===== src/rtl/parking_pkg.sv =====
// Shared types for the car-park gate: FSM states, lane IDs, lane passwords.
package parking_pkg;

    typedef enum logic [1:0] {
        IDLE  = 2'd0,
        AUTH  = 2'd1,
        OPEN  = 2'd2,
        CLOSE = 2'd3
    } state_e;

    typedef enum logic {
        LANE_ENTRY = 1'b0,
        LANE_EXIT  = 1'b1
    } lane_e;

    localparam logic [15:0] ENTRY_PASSWORD = 16'h2719;
    localparam logic [15:0] EXIT_PASSWORD  = 16'h4801;

    function automatic int tmr_bits(input int a, input int b, input int c);
        int m;
        m = a;
        if (b > m) m = b;
        if (c > m) m = c;
        return $clog2(m + 1);
    endfunction

endpackage


===== src/rtl/parking_gate_arbiter_timer.sv =====
// Loadable down-counter shared by all gate phases; holds at zero.
module park_timer #(
    parameter int W = 6
) (
    input  logic         clock_in,
    input  logic         rst_in,
    input  logic         load,
    input  logic         en,
    input  logic [W-1:0] value,
    output logic [W-1:0] count,
    output logic         zero
);

    always_ff @(posedge clock_in or negedge rst_in) begin
        if (!rst_in) begin
            count <= '0;
        end else if (load) begin
            count <= value;
        end else if (en && count != '0) begin
            count <= count - W'(1);
        end
    end

    assign zero = (count == '0);

endmodule


===== src/rtl/parking_gate_arbiter.sv =====
// One barrier shared by entry and exit lanes: round-robin grant,
// auth/open/close sequencing and lot occupancy tracking.
module parking_gate_arbiter
    import parking_pkg::*;
#(
    parameter int CAPACITY     = 8,
    parameter int CNT_W        = 4,
    parameter int AUTH_CYCLES  = 16,
    parameter int OPEN_CYCLES  = 32,
    parameter int CLOSE_CYCLES = 4
) (
    input  logic             clock_in,
    input  logic             rst_in,
    input  logic             entry_req,
    input  logic             exit_req,
    input  logic             entry_pass_ok,
    input  logic             car_cleared,
    output logic             gate_open,
    output logic             entry_grant,
    output logic             exit_grant,
    output logic [CNT_W-1:0] occupancy,
    output logic             lot_full,
    output logic             timeout_err
);

    localparam int TW = tmr_bits(AUTH_CYCLES, OPEN_CYCLES, CLOSE_CYCLES);
    localparam logic [TW-1:0] AUTH_LD  = TW'(AUTH_CYCLES);
    localparam logic [TW-1:0] OPEN_LD  = TW'(OPEN_CYCLES);
    localparam logic [TW-1:0] CLOSE_LD = TW'(CLOSE_CYCLES);
    localparam logic [CNT_W-1:0] CAP_C = CNT_W'(CAPACITY);

    state_e state;
    lane_e  lane;
    lane_e  rr;

    logic          tmr_load;
    logic [TW-1:0] tmr_value;
    logic [TW-1:0] tmr_count;
    logic          tmr_zero;

    logic pick_entry, pick_exit, pass_evt, clr_evt, tmo_evt, close_done;
    logic [CNT_W-1:0] occ_next;

    park_timer #(.W(TW)) u_timer (
        .clock_in (clock_in),
        .rst_in   (rst_in),
        .load     (tmr_load),
        .en       (state != IDLE),
        .value    (tmr_value),
        .count    (tmr_count),
        .zero     (tmr_zero)
    );

    // Pulse inputs win over a timeout landing on the same cycle.
    always_comb begin
        pick_entry = (state == IDLE) && entry_req && !lot_full
                     && (!exit_req || rr == LANE_ENTRY);
        pick_exit  = (state == IDLE) && exit_req && !pick_entry;
        pass_evt   = (state == AUTH) && entry_pass_ok;
        clr_evt    = (state == OPEN) && car_cleared;
        tmo_evt    = tmr_zero && (((state == AUTH) && !entry_pass_ok)
                     || ((state == OPEN) && !car_cleared));
        close_done = (state == CLOSE) && (tmr_zero || tmr_count == TW'(1));
        tmr_load   = 1'b1;
        tmr_value  = '0;
        unique case (1'b1)
            pick_entry:         tmr_value = AUTH_LD;
            pick_exit,
            pass_evt:           tmr_value = OPEN_LD;
            clr_evt, tmo_evt:   tmr_value = CLOSE_LD;
            default:            tmr_load  = 1'b0;
        endcase
    end

    always_comb begin
        occ_next = occupancy;
        if (clr_evt) begin
            if (lane == LANE_ENTRY) begin
                occ_next = (occupancy >= CAP_C) ? CAP_C : occupancy + CNT_W'(1);
            end else begin
                occ_next = (occupancy == '0) ? '0 : occupancy - CNT_W'(1);
            end
        end
    end

    always_ff @(posedge clock_in or negedge rst_in) begin
        if (!rst_in) begin
            state       <= IDLE;
            lane        <= LANE_ENTRY;
            rr          <= LANE_ENTRY;
            gate_open   <= 1'b0;
            entry_grant <= 1'b0;
            exit_grant  <= 1'b0;
            occupancy   <= '0;
            lot_full    <= 1'b0;
            timeout_err <= 1'b0;
        end else begin
            timeout_err <= tmo_evt;
            occupancy   <= occ_next;
            lot_full    <= (occ_next == CAP_C);
            case (state)
                IDLE: begin
                    if (pick_entry) begin
                        state       <= AUTH;
                        lane        <= LANE_ENTRY;
                        rr          <= LANE_EXIT;
                        entry_grant <= 1'b1;
                    end else if (pick_exit) begin
                        state      <= OPEN;
                        lane       <= LANE_EXIT;
                        rr         <= LANE_ENTRY;
                        exit_grant <= 1'b1;
                        gate_open  <= 1'b1;
                    end
                end
                AUTH: begin
                    if (pass_evt) begin
                        state     <= OPEN;
                        gate_open <= 1'b1;
                    end else if (tmo_evt) begin
                        state       <= CLOSE;
                        entry_grant <= 1'b0;
                    end
                end
                OPEN: begin
                    if (clr_evt || tmo_evt) begin
                        state       <= CLOSE;
                        gate_open   <= 1'b0;
                        entry_grant <= 1'b0;
                        exit_grant  <= 1'b0;
                    end
                end
                CLOSE: begin
                    if (close_done) state <= IDLE;
                end
                default: state <= IDLE;
            endcase
        end
    end

endmodule


===== config.mk =====
export PLATFORM = sky130hd
export DESIGN_NAME = parking_gate_arbiter
export DESIGN_NICKNAME = d
export VERILOG_FILES = /design/src/rtl/parking_pkg.sv /design/src/rtl/parking_gate_arbiter_timer.sv /design/src/rtl/parking_gate_arbiter.sv
export SDC_FILE = /design/constraint.sdc
export NUM_CORES = 1
export LEC_CHECK = 0
export ABC_AREA = 1
export ABC_CLOCK_PERIOD_IN_PS = 2660
export BUFFER_PORTS_ARGS = -buffer_cell sky130_fd_sc_hd__buf_2
export CAP_MARGIN = 10
export CORE_ASPECT_RATIO = 0.9
export CORE_UTILIZATION = 45
export DETAILED_ROUTE_END_ITERATION = 16
export PLACE_DENSITY = 0.68
export SYNTH_ARGS = -nofsm -noshare
export SYNTH_HDL_FRONTEND = slang
export SYNTH_SLANG_ARGS = --single-unit

===== constraint.sdc =====
create_clock -name clock_in -period 2.66 [get_ports clock_in]
set_input_delay 0.133 -clock clock_in [delete_from_list [all_inputs] [get_ports clock_in]]
set_output_delay 0.133 -clock clock_in [all_outputs]
set_load 0.1 [all_outputs]

==> reports/qor.yml, run 1 <==
cts.sinks: 19
dieArea_um2: 3310
cts_buffer_depth: 2
start_util_pct: 48.9
cts_root_buffer: "clkbuf_4"
ys_ff_latch: 19
grt_pass1_vias: 1050
startpoint_type: "register"
synth_seq_area_share_pct: 34.3
clk_pin_slew_worst_paths_ns: 0.12
worst_pin_slew_ns: 0.485
postSynthAreaPerCell_um2: 7.41
hold_viol_final: 0
synth_top_family_by_area: "simple AND/OR/NAND/NOR gates"
status: "finished clean"
finalSetupViolCount: 0
n_antenna_cell: 0
syn_nets: 203
async_flop_share_pct: 100
period_minus_slack_ns: 1.72
num_rows: 18
synth.area.mux_share_pct: 0
drtIter0Drc: 49
grt_pass1_wl_um: 4650
io_pins: 15
rsz0062_at_grt: "no"
maxCapViolations: 0
grt_overflow: 0
die_x_um: 60.5
crit_path_end_kind: "register"
synth_xor_area_share_pct: 0.632
synth_warnings: 0
syn_area_um2: 1390
cts_hold_buf: 1
syn_inst: 187
setup.worst_path.class: "reg2reg"
track_usage_pct: 19.0
final_cell_mix: "nand2_1 (46), inv_1 (31), dfrtp_1 (19)"
synth-compound-area-share_pct: 10.3
critPathRequiredTime_ns: 2.86
fillers: 283
holdCritPathClass: "in2reg"
critPathMaxFanout: 9
antenna_found_initial: 0
synthSimpleGateAreaFrac_pct: 35.9
drt_pass1_iterations: 4
grt_max_degree: 20
synthFlopType: "dfrtp_1"
dp_hpwl_um: 2200
postCtsSetupRepairBufs: 0
synth-edff-count: 0
wl_per_cell_um: 11.4
synth_top_area_share_pct: 34.3
numCtsBuffers: 3
htree_levels: 1
drive_above_1_share_pct: 19.5
io_buffers: 14
via_count: 1205
tritoncts: "done"
detail-route-antenna-nets: 0
fin_setup_tns_ns: 0
die_h_um: 54.7
ys_top_cells_by_area: "dfrtp_1 (34%), nand2_1 (12%), ha_1 (9.0%)"
wirelength_um: 2790
core-area_um2: 2840
yosys.area.top_type: "dfrtp_1"
cp_data_arrival_time_ns: 1.93
ys_types: 27
final_common_cell: "nand2_1"
min_period_over_period_pct: 64.8
clock.fmax_mhz: 580
synthAdderAreaFrac_pct: 9.03
cts-resized-gates: 0
clkLatencyLatePin_ns: 0.30
slew_viol_final: 0
relSlewSlack_pct: 67.9
area_growth_pct: 11.0
drc: 0
gp_congestion: 0.847
clock_skew_ns: 0.00956
vias_per_cell: 4.92
final_nets: 222
-- worst paths after layout --
kind / from / end / slack [ns] / cells past startpoint
hold reg to reg: gate_open$_DFFE_PN0P_ / gate_open$_DFFE_PN0P_ / 0.49 / 2
setup reg to reg: state[0]$_DFFE_PN0P_ / u_timer.count[4]$_DFFE_PN0P_ / 0.94 / 10
max in group asynchronous: rst_in / rr$_DFFE_PN0P_ / 2.07 / 2
hold / removal: exit_req / lane$_DFFE_PN0P_ / 0.15 / 3
setup / recovery: state[0]$_DFFE_PN0P_ / u_timer.count[4]$_DFFE_PN0P_ / 0.94 / 10
min in group asynchronous: rst_in / timeout_err$_DFF_PN0_ / 0.28 / 2
-- synth_stat cells (2+ instances only) --
library cell and count:
o21ai_1 5, inv_2 2, o211ai_1 3, o21ai_0 3, nand2_1 46, o21ai_2 2
inv_1 31, a21oi_1 8, nand4_1 5, nor2_1 9, nand2_4 2, nor2_4 5
dfrtp_1 19, nor3_1 3, nand3_1 17, clkinv_1 2, nand2_2 6, ha_1 10
-- per-layer routing --
layer  global-route usage, %  part of all wire, %
met5                       0                    0
met4                    7.58                 0.47
met3                    2.36                  3.3
met2                    29.5                   46
met1                    26.8                   51
-- layout make-up --
cell class | count | area, µm² | area share [%]
clock buffer | 3 | 22.5 | 1.46
sequential | 19 | 475 | 30.9
clock inverter | 1 | 5.00 | 0.325
multi-input combinational | 132 | 774 | 50.3
tap | 40 | 50.0 | 3.25
timing repair buffer | 15 | 80.1 | 5.20
inverter | 35 | 131 | 8.54
-- state kept, by name (all words and copies together) (netlist names) --
name           cells
u_timer.count      6
occupancy          4
state              2
entry_grant        1
exit_grant         1
gate_open          1
lane               1
lot_full           1
rr                 1
timeout_err        1
-- through the flow --
stage	instance area, µm²	instances	hold slack [ns]	util (%)	setup slack, ns
after floorplan	1390	187	-0.163	-	0.695
after global placement	1500	240	0.101	52.9	1.02
after detailed placement	1500	240	0.103	52.9	0.957
after CTS	1540	245	0.150	54.2	0.939
after global routing	1540	245	0.169	54.2	0.766
final	1540	245	0.155	54.2	0.937
-- critical path: stages (launching register included) --
cell and delay (ns):
dfrtp_1 0.44, inv_1 0.11, ha_1 0.27, nand2_1 0.12, nor2_4 0.06, nand2_4 0.12
nand3_2 0.09, nor2_4 0.20, nand3_1 0.10, nand2_1 0.09, inv_1 0.04
-- cell families (layout without fill, tap and decap cells) --
family	Yosys count	in the layout
xor gates and xnor gates	1	1
adders and majority gates	10	10
DFF	19	19
and+or+nand+nor	97	97
buffers and inverters	36	54
AOI/OAI and AO/OA	24	24
Power of run 1 is not shown: default switching activity piles up to over one toggle a cycle in this logic, so the estimate is an artifact.
==> inputs of run 2 (changes only) <==
ABC_CLOCK_PERIOD_IN_PS = 1690   (was 2660)
clock period = 1.69 ns   (was 2.66 ns; I/O delays follow)
==> reports/qor.yml, run 2 (same netlist as run 1, synthesis figures left out) <==
cts_root_buffer: "clkbuf_4"
fillers: 287  # +1.4%
period_minus_slack_ns: 1.59  # -0.137 ns
io_buffers: 14  # unchanged
drive_above_1_share_pct: 27.1  # +7.6 points
wl_per_cell_um: 11.7  # +3.0%
crit_slowest_cell: "dfrtp_2"
regArea_um2: 482  # +1.3%
cts.sinks: 19  # unchanged
detail-route-antenna-nets: 0  # unchanged
io_pins: 15  # unchanged
multi_input_area_um2: 818  # +5.7%
grt_pass1_vias: 1125  # +7.1%
clk_pin_slew_worst_paths_ns: 0.10  # -0.02 ns
via_count: 1267  # +5.1%
start_util_pct: 48.9  # unchanged
place_worst_setup_slack_ns: 0.0154  # -0.942 ns
grt_overflow: 0  # unchanged
numCtsBuffers: 3  # unchanged
clock.fmax_mhz: 630  # +8.6%
crit_path_end_kind: "register"
hold_viol_final: 0  # unchanged
slew_viol_final: 0  # unchanged
critPathTopFamily: "simple AND/OR/NAND/NOR gates"
dieArea_um2: 3310  # unchanged
tritoncts: "done"
track_usage_pct: 20.8  # +1.8 points
htree_levels: 1  # unchanged
clock_skew_ns: 0.00330  # -0.00626 ns
holdCritPathClass: "in2reg"
die_x_um: 60.5  # unchanged
critPathRequiredTime_ns: 1.89  # -0.97 ns
wirelength_um: 2970  # +6.8%
core-area_um2: 2840  # unchanged
cts_buffer_depth: 2  # unchanged
regMostFlops: "u_timer.count"
clkLatencyLatePin_ns: 0.29  # about the same
fin_setup_tns_ns: 0  # unchanged
vias_per_cell: 4.99  # +1.4%
setup.worst_path.class: "reg2reg"
grt_pass1_wl_um: 5060  # +8.9%
cpPeakStageDelay_ns: 0.46  # +0.02 ns
worst_slack_ns: 0.104  # -0.833 ns
n_antenna_cell: 0  # unchanged
final_cell_mix: "nand2_1 (46), inv_1 (29), nand3_1 (17)"
crit_chain: "inv_4 > ha_4 > nand2_1 > nor2_4 > nand2_4 > nand3_2 > nor2_4 > nand2_1 > nand2_1 > nand2_1 > inv_1"
largest_register_ff_count: 6  # unchanged
cp_data_arrival_time_ns: 1.79  # -0.14 ns
reg_top3: "u_timer.count: 6 flops, occupancy: 4 flops, state: 2 flops"
crit_top_cell: "nand2_1"
finalSetupViolCount: 0  # unchanged
maxCapViolations: 0  # unchanged
dp_hpwl_um: 2280  # +3.7%
die_h_um: 54.7  # unchanged
drc: 0  # unchanged
antenna_found_initial: 0  # unchanged
area_growth_pct: 19.0
final_common_cell: "nand2_1"
gp_congestion: 0.824  # -2.7%
critPathMaxFanout: 9  # unchanged
min_period_over_period_pct: 93.9  # +29 points
drtIter0Drc: 64  # +31%
final_nets: 231  # +4.1%
status: "finished clean"
startpoint_type: "register"
drt_pass1_iterations: 4  # unchanged
grt_max_degree: 20  # unchanged
rsz0062_at_grt: "no"
num_rows: 18  # unchanged
worst_pin_slew_ns: 0.485  # +0.000677 ns
relSlewSlack_pct: 67.9  # about the same
crit_buf_inv: 2  # unchanged
## run 2: changes by cell type in the layout (fill, tap and decap cells not counted), moves of 2 or more
cell / delta
ha_1: -3
ha_4: +3
dfrtp_2: +5
inv_1: -2
buf_4: +8
dfrtp_1: -5
## run 2: routing by layer
layer | global-route usage [%] | vias to the layer above | share of wire, %
met5 | 0 | - | 0
met4 | 5.68 | 0 | 0.30
met1 | 28.6 | 581 | 49
met2 | 33.0 | 27 | 46
met3 | 4.73 | 3 | 4.7
li1 | - | 656 | -
## run 2: final timing paths
kind / from / endpoint / slack (ns) / depth (start not counted)
worst min-delay path: exit_req / lane$_DFFE_PN0P_ / 0.15 / 3
worst max register to register: state[0]$_DFFE_PN0P_ / u_timer.count[5]$_DFFE_PN0P_ / 0.10 / 11
max in group asynchronous: rst_in / occupancy[3]$_DFF_PN0_ / 1.12 / 2
min in group asynchronous: rst_in / u_timer.count[5]$_DFFE_PN0P_ / 0.24 / 2
worst min register to register: gate_open$_DFFE_PN0P_ / gate_open$_DFFE_PN0P_ / 0.48 / 2
worst max-delay path: state[0]$_DFFE_PN0P_ / u_timer.count[5]$_DFFE_PN0P_ / 0.10 / 11
## run 2: area by class of cell
class | count | area share, %
clock buffer | 4 | 1.59
tap | 40 | 3.03
timing repair buffer | 23 | 8.49
sequential | 19 | 29.2
inverter | 35 | 8.11
multi-input combinational | 133 | 49.6
## run 2: through the flow
step / instances / area [µm²] / hold WS, ns / util, %
floorplan: 187 / 1390 / -0.211 / -
global placement: 244 / 1540 / 0.0493 / 54.1
detailed placement: 244 / 1540 / 0.0486 / 54.1
CTS: 250 / 1580 / 0.139 / 55.7
global route: 254 / 1650 / 0.153 / 58.2
finish: 254 / 1650 / 0.151 / 58.2
## run 2: worst reg2reg max path: stages, from the launching register on
cell,delay [ns]
dfrtp_2,0.46
inv_4,0.10
ha_4,0.16
nand2_1,0.08
nor2_4,0.18
nand2_4,0.11
nand3_2,0.12
nor2_4,0.06
nand2_1,0.07
nand2_1,0.05
nand2_1,0.06
inv_1,0.03
## run 2: timing repair
item | in CTS | in global routing
setup buffers | 0 | 4
pin swaps | 0 | 2
gates cloned | 1 | 0
resized for setup | 1 | 9
hold endpoints to repair | 19 | 0
endpoints found under the setup margin | 2 | 11
hold buffers | 1 | 0
Power of run 2 is left out for the same reason.
==> inputs of run 3 (changes only) <==
BUFFER_PORTS_ARGS = default   (was -buffer_cell sky130_fd_sc_hd__buf_2)
CORE_UTILIZATION = 60   (was 45)
DONT_BUFFER_PORTS = 1   (was default)
PLACE_DENSITY = 0.8   (was 0.68)
==> reports/qor.yml, run 3 (same netlist as run 1, synthesis figures left out) <==
grt_pass1_vias: 1208  # +7.4%
crit_top_cell: "nor2_4"
finalSetupViolCount: 0  # unchanged
final_nets: 236  # +2.2%
critPathMaxFanout: 5  # -4
grt_overflow: 0  # unchanged
critPathTopFamily: "simple AND/OR/NAND/NOR gates"
violations: "hold timing"
cts_root_buffer: "clkbuf_4"
hp-start: "entry_pass_ok"
worst_slack_ns: 0.0521  # -0.0516 ns
r2r_cells: 10  # -1
crit_slowest_cell: "dfrtp_1"
final_common_cell: "nand2_1"
min_period_over_period_pct: 96.9  # +3.1 points
cpPeakStageDelay_ns: 0.43  # -0.03 ns
gp_congestion: 0.835  # +1.3%
status: "finished with violations"
htree_levels: 1  # unchanged
detail-route-antenna-nets: 0  # unchanged
min_delay_path_depth: 4  # +1
worst_pin_slew_ns: 0.864  # +0.378 ns
track_usage_pct: 29.5  # +8.6 points
whs_ns: -0.00948  # -0.161 ns
io_buffers: 0  # -14
cp_data_arrival_time_ns: 1.84  # +0.05 ns
drt_pass1_iterations: 4  # unchanged
grt_pass1_wl_um: 5290  # +4.4%
critPathRequiredTime_ns: 1.89  # about the same
crit_path_end_kind: "register"
dpl_cell_area_um2: 1510  # -1.7%
dieArea_um2: 2510  # -24%
slew_viol_final: 0  # unchanged
final_cell_mix: "nand2_1 (45), inv_1 (29), buf_4 (26)"
maxCapViolations: 0  # unchanged
drtIter0Drc: 52  # -19%
clk_pin_slew_worst_paths_ns: 0.11  # about the same
rrSetupSlack_ns: 0.05  # -0.05 ns
antenna_found_initial: 0  # unchanged
grt_max_degree: 20  # unchanged
clock.fmax_mhz: 611  # -3.2%
core-area_um2: 2180  # -23%
die_x_um: 52.7  # -13%
regToRegStartpoint: "state[0]$_DFFE_PN0P_"
reg_top3: "u_timer.count: 6 flops, occupancy: 4 flops, state: 2 flops"
hold_viol_final: 1  # +1
cts.sinks: 19  # unchanged
holdCritPathClass: "in2reg"
crit_chain: "inv_2 > ha_4 > nand2_4 > nor2_4 > buf_4 > nor3_2 > nor2_4 > nand2_2 > nand2_1 > o21ai_2"
num_rows: 16  # -2
start_util_pct: 63.5  # +15 points
design_area_um2: 1740  # +5.5%
wl_per_cell_um: 14.9  # +27%
numCtsBuffers: 3  # unchanged
largest_register_ff_count: 6  # unchanged
hold_path_end: "u_timer.count[5]$_DFFE_PN0P_"
drc: 0  # unchanged
fillers: 145  # -49%
die_h_um: 47.6  # -13%
clkLatencyLatePin_ns: 0.30  # about the same
relSlewSlack_pct: 42.2  # -26 points
setup.worst_path.class: "reg2reg"
place_worst_setup_slack_ns: -0.0130  # -0.0283 ns
vias_per_cell: 5.74  # +15%
crit_buf_inv: 2  # unchanged
wirelength_um: 3670  # +23%
n_antenna_cell: 0  # unchanged
period_minus_slack_ns: 1.64  # +0.0516 ns
regToRegEndpoint: "state[1]$_DFFE_PN0P_"
via_count: 1411  # +11%
regMostFlops: "u_timer.count"
cts_buffer_depth: 2  # unchanged
clock_skew_ns: 0.0109  # +0.00759 ns
dp_hpwl_um: 2380  # +4.3%
tritoncts: "done"
fin_setup_tns_ns: 0  # unchanged
io_pins: 15  # unchanged
area_growth_pct: 25.6
drive_above_1_share_pct: 29.2  # +2.1 points
startpoint_type: "register"
-- run 3: worst register-to-register path, stage by stage, from the launching register on --
cell and delay (ns):
dfrtp_1 0.43, inv_2 0.13, ha_4 0.18, nand2_4 0.06, nor2_4 0.16, buf_4 0.14
nor3_2 0.05, nor2_4 0.15, nand2_2 0.09, nand2_1 0.08, o21ai_2 0.05
-- run 3: stage by stage --
stage / std cells / util, %
floorplan: 187 / -
global route: 246 / 79.8
detailed placement: 225 / 69.2
finish: 246 / 79.8
global placement: 225 / 69.2
CTS: 238 / 75.0
-- run 3: how the worst max path moves through the flow --
stage,from,endpoint,slack (ns),cells past startpoint
finish,state[0]$_DFFE_PN0P_,state[1]$_DFFE_PN0P_,0.05,10
global route,u_timer.count[0]$_DFFE_PN0P_,u_timer.count[4]$_DFFE_PN0P_,-0.04,10
CTS,state[1]$_DFFE_PN0P_,u_timer.count[5]$_DFFE_PN0P_,0.05,12
detailed placement,state[0]$_DFFE_PN0P_,u_timer.count[2]$_DFFE_PN0P_,-0.01,10
global placement,state[0]$_DFFE_PN0P_,lot_full$_DFF_PN0_,0.10,8
floorplan,occupancy[2]$_DFF_PN0_,lot_full$_DFF_PN0_,0.005,7
-- run 3: timing repair --
action                                 CTS  global route
pin swaps                                2             5
setup endpoints to repair                4             7
resized for setup                        7            10
setup buffers                            7             8
endpoints found under the hold margin   20             0
hold buffers                             2             0
-- run 3: routing by layer --
| layer | up-vias | global-route usage [%] | wire length [µm] |
|---|---|---|---|
| met5 | - | 0 | 0 |
| met4 | 0 | 12.1 | 100 |
| met3 | 13 | 4.76 | 222 |
| met2 | 70 | 53.9 | 1870 |
| met1 | 665 | 35.0 | 1470 |
| li1 | 663 | - | - |
-- run 3: layout make-up --
type,count,area [µm²],share of cell area [%]
flip-flops and latches,19,480,27.6
clock buffers,4,26.3,1.51
multi-input cells,132,835,47.9
well taps,27,33.8,1.94
repair buffers,29,235,13.5
inverters,35,131,7.54
Power of run 3 is left out for the same reason.
